===== src/rtl/serial_addsub.sv =====
// Bit-serial add/subtract unit: one full-adder cell handles one bit per clock, LSB first.
// Flags and result are registered only on entry to the done state and hold until the next result.
module serial_addsub #(
    parameter int unsigned WIDTH = 4,
    parameter int unsigned CW    = 3
) (
    input  logic             clk,
    input  logic             rst,
    input  logic             start,
    input  logic             Sub,
    input  logic [WIDTH-1:0] A,
    input  logic [WIDTH-1:0] B,
    input  logic             C0,
    output logic             busy,
    output logic             done,
    output logic [WIDTH-1:0] F,
    output logic             C4,
    output logic             OF,
    output logic             ZF
);

    typedef enum logic [1:0] {StIdle, StShift, StDone} state_e;

    state_e state_q, state_d;

    logic [WIDTH-1:0] a_sr_q, a_sr_d;
    logic [WIDTH-1:0] b_sr_q, b_sr_d;
    logic [WIDTH-2:0] r_sr_q, r_sr_d;
    logic [CW-1:0]    cnt_q, cnt_d;
    logic             c_q, c_d;
    logic             sub_q, sub_d;
    logic             c_msb_q, c_msb_d;
    logic [WIDTH-1:0] f_q, f_d;
    logic             c4_q, c4_d;
    logic             of_q, of_d;
    logic             zf_q, zf_d;

    logic             s_bit;
    logic             c_new;
    logic [WIDTH-1:0] r_next;
    logic             last_bit;

    assign s_bit    = a_sr_q[0] ^ b_sr_q[0] ^ c_q;
    assign c_new    = (a_sr_q[0] & b_sr_q[0]) | (a_sr_q[0] & c_q) | (b_sr_q[0] & c_q);
    assign r_next   = {s_bit, r_sr_q};
    assign last_bit = (cnt_q == CW'(WIDTH - 1));

    always_ff @(posedge clk or posedge rst) begin
        if (rst) begin
            state_q <= StIdle;
        end else begin
            state_q <= state_d;
        end
    end

    always_comb begin
        state_d = state_q;
        unique case (state_q)
            StIdle:  if (start) state_d = StShift;
            StShift: if (last_bit) state_d = StDone;
            StDone:  state_d = StIdle;
            default: state_d = StIdle;
        endcase
    end

    always_comb begin
        busy = (state_q == StShift);
        done = (state_q == StDone);
    end

    // Subtraction runs as A + ~B + ~C0; the latched mode turns the final carry into a borrow.
    always_comb begin
        a_sr_d  = a_sr_q;
        b_sr_d  = b_sr_q;
        r_sr_d  = r_sr_q;
        cnt_d   = cnt_q;
        c_d     = c_q;
        sub_d   = sub_q;
        c_msb_d = c_msb_q;
        f_d     = f_q;
        c4_d    = c4_q;
        of_d    = of_q;
        zf_d    = zf_q;
        unique case (state_q)
            StIdle: begin
                if (start) begin
                    a_sr_d = A;
                    b_sr_d = Sub ? ~B : B;
                    c_d    = Sub ? ~C0 : C0;
                    cnt_d  = '0;
                    sub_d  = Sub;
                end
            end
            StShift: begin
                r_sr_d = r_next[WIDTH-1:1];
                a_sr_d = a_sr_q >> 1;
                b_sr_d = b_sr_q >> 1;
                c_d    = c_new;
                cnt_d  = cnt_q + CW'(1);
                if (cnt_q == CW'(WIDTH - 2)) c_msb_d = c_new;
                if (last_bit) begin
                    f_d  = r_next;
                    c4_d = c_new ^ sub_q;
                    of_d = c_msb_q ^ c_new;
                    zf_d = (r_next == '0);
                end
            end
            default: ;
        endcase
    end

    always_ff @(posedge clk or posedge rst) begin
        if (rst) begin
            a_sr_q  <= '0;
            b_sr_q  <= '0;
            r_sr_q  <= '0;
            cnt_q   <= '0;
            c_q     <= 1'b0;
            sub_q   <= 1'b0;
            c_msb_q <= 1'b0;
            f_q     <= '0;
            c4_q    <= 1'b0;
            of_q    <= 1'b0;
            zf_q    <= 1'b0;
        end else begin
            a_sr_q  <= a_sr_d;
            b_sr_q  <= b_sr_d;
            r_sr_q  <= r_sr_d;
            cnt_q   <= cnt_d;
            c_q     <= c_d;
            sub_q   <= sub_d;
            c_msb_q <= c_msb_d;
            f_q     <= f_d;
            c4_q    <= c4_d;
            of_q    <= of_d;
            zf_q    <= zf_d;
        end
    end

    assign F  = f_q;
    assign C4 = c4_q;
    assign OF = of_q;
    assign ZF = zf_q;

endmodule


===== config.mk =====
export PLATFORM = sky130hd
export DESIGN_NAME = serial_addsub
export DESIGN_NICKNAME = d
export VERILOG_FILES = /design/src/rtl/serial_addsub.sv
export SDC_FILE = /design/constraint.sdc
export NUM_CORES = 1
export LEC_CHECK = 0
export ABC_AREA = 1
export ABC_CLOCK_PERIOD_IN_PS = 1360
export CORE_MARGIN = 1
export CORE_UTILIZATION = 30
export DETAILED_ROUTE_END_ITERATION = 6
export PLACE_DENSITY = 0.61
export SLEW_MARGIN = 40
export SYNTH_ARGS = -nofsm -noshare
export SYNTH_HDL_FRONTEND = slang
export SYNTH_SLANG_ARGS = --single-unit

===== constraint.sdc =====
create_clock -name clk -period 1.36 [get_ports clk]
set_input_delay 0.136 -clock clk [delete_from_list [all_inputs] [get_ports clk]]
set_output_delay 0.136 -clock clk [all_outputs]
set_load 0.02 [all_outputs]

## After elaboration in Yosys (flattened, before gate mapping)

Index checks and enable logic that the tools add are counted.

| word-level totals | value |
|---|---|
| logic and storage cells | 51 |
| output and inout bits | 9 |
| input bits | 13 |
| register bits after elaboration | 26 |

| cells by class | value |
|---|---|
| bitwise operators | 11 |
| mux-type cells | 13 |
| reduce and logical (&&, ||, !) cells | 8 |
| equality and inequality tests | 6 |
| $add $sub $neg | 1 |

Operator list:

| cell | number |
|---|---|
| $pmux 4 s2 | 2 |
| $mux 4 | 3 |
| $reduce_and 2->1 | 5 |
| $eq 3x2->1 const B | 2 |
| $pmux 3 s2 | 1 |
| $logic_not 4->1 | 1 |
| $mux 2 | 2 |
| $not 4->4 | 1 |
| $pmux 2 s2 | 1 |
| $xor 1x1->1 | 4 |
| $add 3x1->3 const B | 1 |
| $and 1x1->1 | 3 |
| $mux 3 | 1 |
| $eq 2x1->1 const B | 1 |
| $eq 2x2->1 const B | 1 |
| $logic_not 2->1 | 1 |
| $mux 1 | 2 |
| $ne 2x1->1 const B | 1 |
| $ne 2x2->1 const B | 1 |
| $or 1x1->1 | 2 |
| $pmux 1 s2 | 1 |
| $reduce_bool 2->1 | 1 |
| $not 1->1 | 1 |

## Longest topological paths before layout

| logic depth | value |
|---|---|
| depth after elaboration | 4 |
| mapped depth | 6 |
| gate-level depth less buffers | 6 |

## Least setup slack after synthesis

No wires, ideal clock.

| timing | value |
|---|---|
| path type | flip-flop to flip-flop |
| from | reg a_sr_q[0] |
| to | reg c4_q (netlist: C4) |
| path buffers | 0 |
| clock period less this slack | 1246 ps |
| slack | 114 ps |
| library setup time | 116 ps |
| stages on the path, launching flop included | 5 |
| required time | 1244 ps |
| arrival | 1130 ps |
| cell sequence | dfrtp_1 fa_1 xor2_1 nand2_1 nand2_1 |

| between the ends | value |
|---|---|
| cells in the longest elaborated chain, start to end | 4 |
| elaborated cells on any way between the ends | 5 |
| those cells by class | 5 x bitwise |

Ends and longest elaborated chain:

| element | line | text |
|---|---|---|
| from (decl) | 26 | `logic [WIDTH-1:0] a_sr_q, a_sr_d;` |
| from (signal assigned) | 126 | `a_sr_q <= a_sr_d;` |
| $and 1x1->1 | 44 | `assign c_new = (a_sr_q[0] & b_sr_q[0]) \| (a_sr_q[0] & c_q) \| (b_sr_q[0] & c_q);` |
| $or 1x1->1 * (2 in series) | 44 |  |
| net c_new | 39 | `logic c_new;` |
| $xor 1x1->1 * | 103 | `c4_d = c_new ^ sub_q;` |
| to (signal assigned) | 122 | `c4_q <= 1'b0;` |
| to (signal assigned) | 134 | `c4_q <= c4_d;` |
| to (decl) | 34 | `logic c4_q, c4_d;` |

Mark *: on every way through the listed nets, which the timed path passes. The rest lies on a longest branch.
A chain may end at the register's enable or synchronous reset.

## Worst setup path in the final report

| timing | value |
|---|---|
| from | reg a_sr_q[0] |
| to | reg zf_q (netlist: ZF) |

| between the ends | value |
|---|---|
| cells in the longest elaborated chain, start to end | 3 |

Ends and longest elaborated chain:

| element | line | text |
|---|---|---|
| $xor 1x1->1 (2 in series) | 43 | `assign s_bit = a_sr_q[0] ^ b_sr_q[0] ^ c_q;` |
| net s_bit | 38 | `logic s_bit;` |
| $logic_not 4->1 | 105 | `zf_d = (r_next == '0);` |
| to (signal assigned) | 136 | `zf_q <= zf_d;` |
| to (decl) | 36 | `logic zf_q, zf_d;` |

The timed path passes the listed nets, and every way through them passes these cells.

==> results.py <==
metrics = {
    "placed_design": {
        "dpl.hpwl_um": 1910,
        "port_buffers": 21,
        "gp_congestion": 0.881,
    },
    "clock_network": {
        "cts_tree": "done",
        "cts.hold.buffers_added": 0,
        "cts_buffer_depth": 2,
        "cts_buffers": 3,
        "clk_latency_ps": 270,
        "clock_sinks": 26,
        "htree_levels": 1,
        "clk_pin_slew_ps": 90,
        "root_buffer": "clkbuf_8",
    },
    "sta": {
        "rsz0062_at_grt": "false",
        "fmax_mhz": 787,
        "slew_viol_final": 0,
        "finalHoldViolations": 0,
        "slew_headroom": 0.777,
        "timing.final.crit_period_ps": 1270,
        "finalSetupViolCount": 0,
        "post-route-period-util": 0.935,
        "fin_worst_skew_ps": 4.34,
        "tightest_slew_ps": 334,
        "setup_tns_ps": 0,
        "holdWs_ps": 219,
    },
    "setup_path": {
        "end_kind": "register",
        "cp.required_ps": 1530,
        "cp.arrival_ps": 1440,
        "critPathLaunchType": "register",
        "startpoint": "a_sr_q[0]",
        "critPathMaxFanout": 3,
        "r2r_start": "a_sr_q[0]",
        "path_class": "reg -> reg",
    },
    "floorplan": {
        "die_area_mm2": 0.00429,
        "die_w_um": 65.5,
        "fp.coreArea_mm2": 0.00377,
        "ios": 22,
        "start_util": 0.321,
        "rows": 22,
        "die_h_um": 65.5,
    },
    "route": {
        "vias": 1026,
        "viasPerCell": 4.52,
        "postRouteWirelength_um": 2450,
        "ant_nets": 0,
        "route.detailed.drc": 0,
        "first_iter_violations": 44,
        "wire_per_inst_um": 10.8,
        "first_pass_iters": 4,
    },
    "global_routing": {
        "grt_pass1_vias": 1042,
        "antenna_found_initial": 0,
        "grt_first_pass_wirelength_um": 4400,
        "track_usage": 0.133,
        "grt.overflow.total": 0,
        "grt_max_degree": 27,
    },
    "power_and_ir_drop": {
        "powerDensity_mw_per_mm2": 2050,
        "max-vdd-ir-drop_mv": 1.00,
        "cellLeakagePower_uw": 0.000861,
    },
    "final_layout": {
        "fillCellCount": 366,
        "drive_gt1_frac": 0.145,
        "final_util": 0.433,
        "nets": 197,
        "area_delta_synth_final_pct": 35.0,
        "diodes": 0,
    },
    "run_status": {
        "status": "finished, final reports clean",
    },
    "synth": {
        "ys_seq_elements": 26,
        "synth_adder_area_share": 0.0476,
        "ys_types": 14,
        "ys_warn_count": 0,
        "syn_inst": 143,
        "synthesis.nets": 160,
        "synth_area_leaders": "dfrtp_1 (54%), nand2_1 (15%), nand3_1 (9.9%)",
        "yosysSeqAreaShare": 0.538,
        "synth-compound-area-share": 0.0538,
        "syn_area_mm2": 0.00121,
        "synth_top_family_by_area": "simple AND/OR/NAND/NOR gates",
        "synth_mux_area_frac": 0,
        "syn_avg_cell_area_um2": 8.45,
        "synthXorXnorAreaFrac": 0.0217,
        "synth_top_area_frac": 0.538,
        "synth_top_cell_by_area": "dfrtp_1",
        "synth-simple-area-share": 0.276,
    },
    "hold_path": {
        "min_path_type": "in -> async",
    },
    "job": {
        "maxCapViolCount": 0,
    },
}
[metal layers]
| layer | track usage | part of all wire | routed length, um |
|---|---|---|---|
| met5 | 0 | 0 | 0 |
| met4 | 0.0217 | 0 | 0 |
| met3 | 0.0365 | 0.042 | 103 |
| met2 | 0.226 | 0.46 | 1130 |
| met1 | 0.172 | 0.50 | 1220 |
[area by class of cell]
cell class                 count  area [um2]  share of cell area
clock buffer                   3        41.3              0.0253
timing repair buffer          36         304               0.186
tap                           48        60.1              0.0368
inverter                      14        52.6              0.0322
multi-input combinational     99         493               0.302
sequential                    26         651               0.399
clock inverter                 1        30.0              0.0184
[registers in the layout, summed over array words and instances (netlist names)]
| register | count |
|---|---|
| OF | 1 |
| F | 4 |
| b_sr_q | 4 |
| C4 | 1 |
| cnt_q | 3 |
| r_sr_q | 3 |
| a_sr_q | 4 |
| state_q | 2 |
| c_q | 1 |
| ZF | 1 |
| sub_q | 1 |
| c_msb_q | 1 |
[cells by family after synthesis]
family | Yosys count
buffers and inverters | 18
flip-flops | 26
XOR/XNOR | 3
AND/OR/NAND/NOR | 79
adder cells (fa/ha/maj) | 4
AO/OA/AOI/OAI | 13
[timing repair]
action | 4_1_cts | 5_1_grt
setup endpoints to repair | 9 | 10
gates resized for setup | 9 | 8
setup buffers | 0 | 1
cloned | 0 | 0
[worst paths after layout]
kind / end / slack [ps] / cells after the start
setup / recovery: ZF / 90 / 4
min in group clk: a_sr_q[3] / 400 / 3
setup reg to reg: ZF / 90 / 4
hold / removal: F[1] / 220 / 3
max in group asynchronous: cnt_q[1] / 890 / 3
hold reg to reg: C4 / 480 / 2
[cells in the mapped netlist]
library cell / instances
nand2_1: 48
dfrtp_1: 26
nand3_1: 24
inv_1: 14
o21ai_0: 13
nor2_1: 4
buf_2: 3
ha_1: 3
xor2_1: 3
buf_4: 1
fa_1: 1
nand2_2: 1
nand4_1: 1
nor2_2: 1
[where the power goes]
part / leakage [uW] / internal (uW) / switching [uW] / total [uW]
registers: 0.000335 / 1090 / 204 / 1300
logic: 0.000490 / 601 / 806 / 1410
clock network: 0.0000357 / 394 / 250 / 644
[stage by stage]
| stage | std cells | area [um2] | power [uW] | setup WS, ps |
|---|---|---|---|---|
| final | 227 | 1630 | 3350 | 88.9 |
| after global routing | 227 | 1630 | 3640 | 16.4 |
| after CTS | 226 | 1620 | 3360 | 5.50 |
| after detailed placement | 222 | 1560 | 2780 | 32.1 |
| after global placement | 222 | 1560 | 2740 | 26.0 |
| after floorplan | 143 | 1210 | 2150 | 114 |
[cell usage in the layout, fill, tap and decap left out, drive strengths merged, types with 5 or more instances in the layout]
cell           synthesis  layout
buf                    4      15
clkbuf                 0       5
clkdlybuf4s50          0      12
dfrtp                 26      26
dlygate4sd2            0       7
inv                   14      14
nand2                 49      49
nand3                 24      24
nor2                   5       5
o21ai                 13      13
[worst max-delay path, stage by stage, from the launching register on]
cell     delay, ps
dfrtp_1        420
fa_2           560
inv_1           50
nand3_1         80
o21ai_1         60
Power figures use the tool's default switching activity.
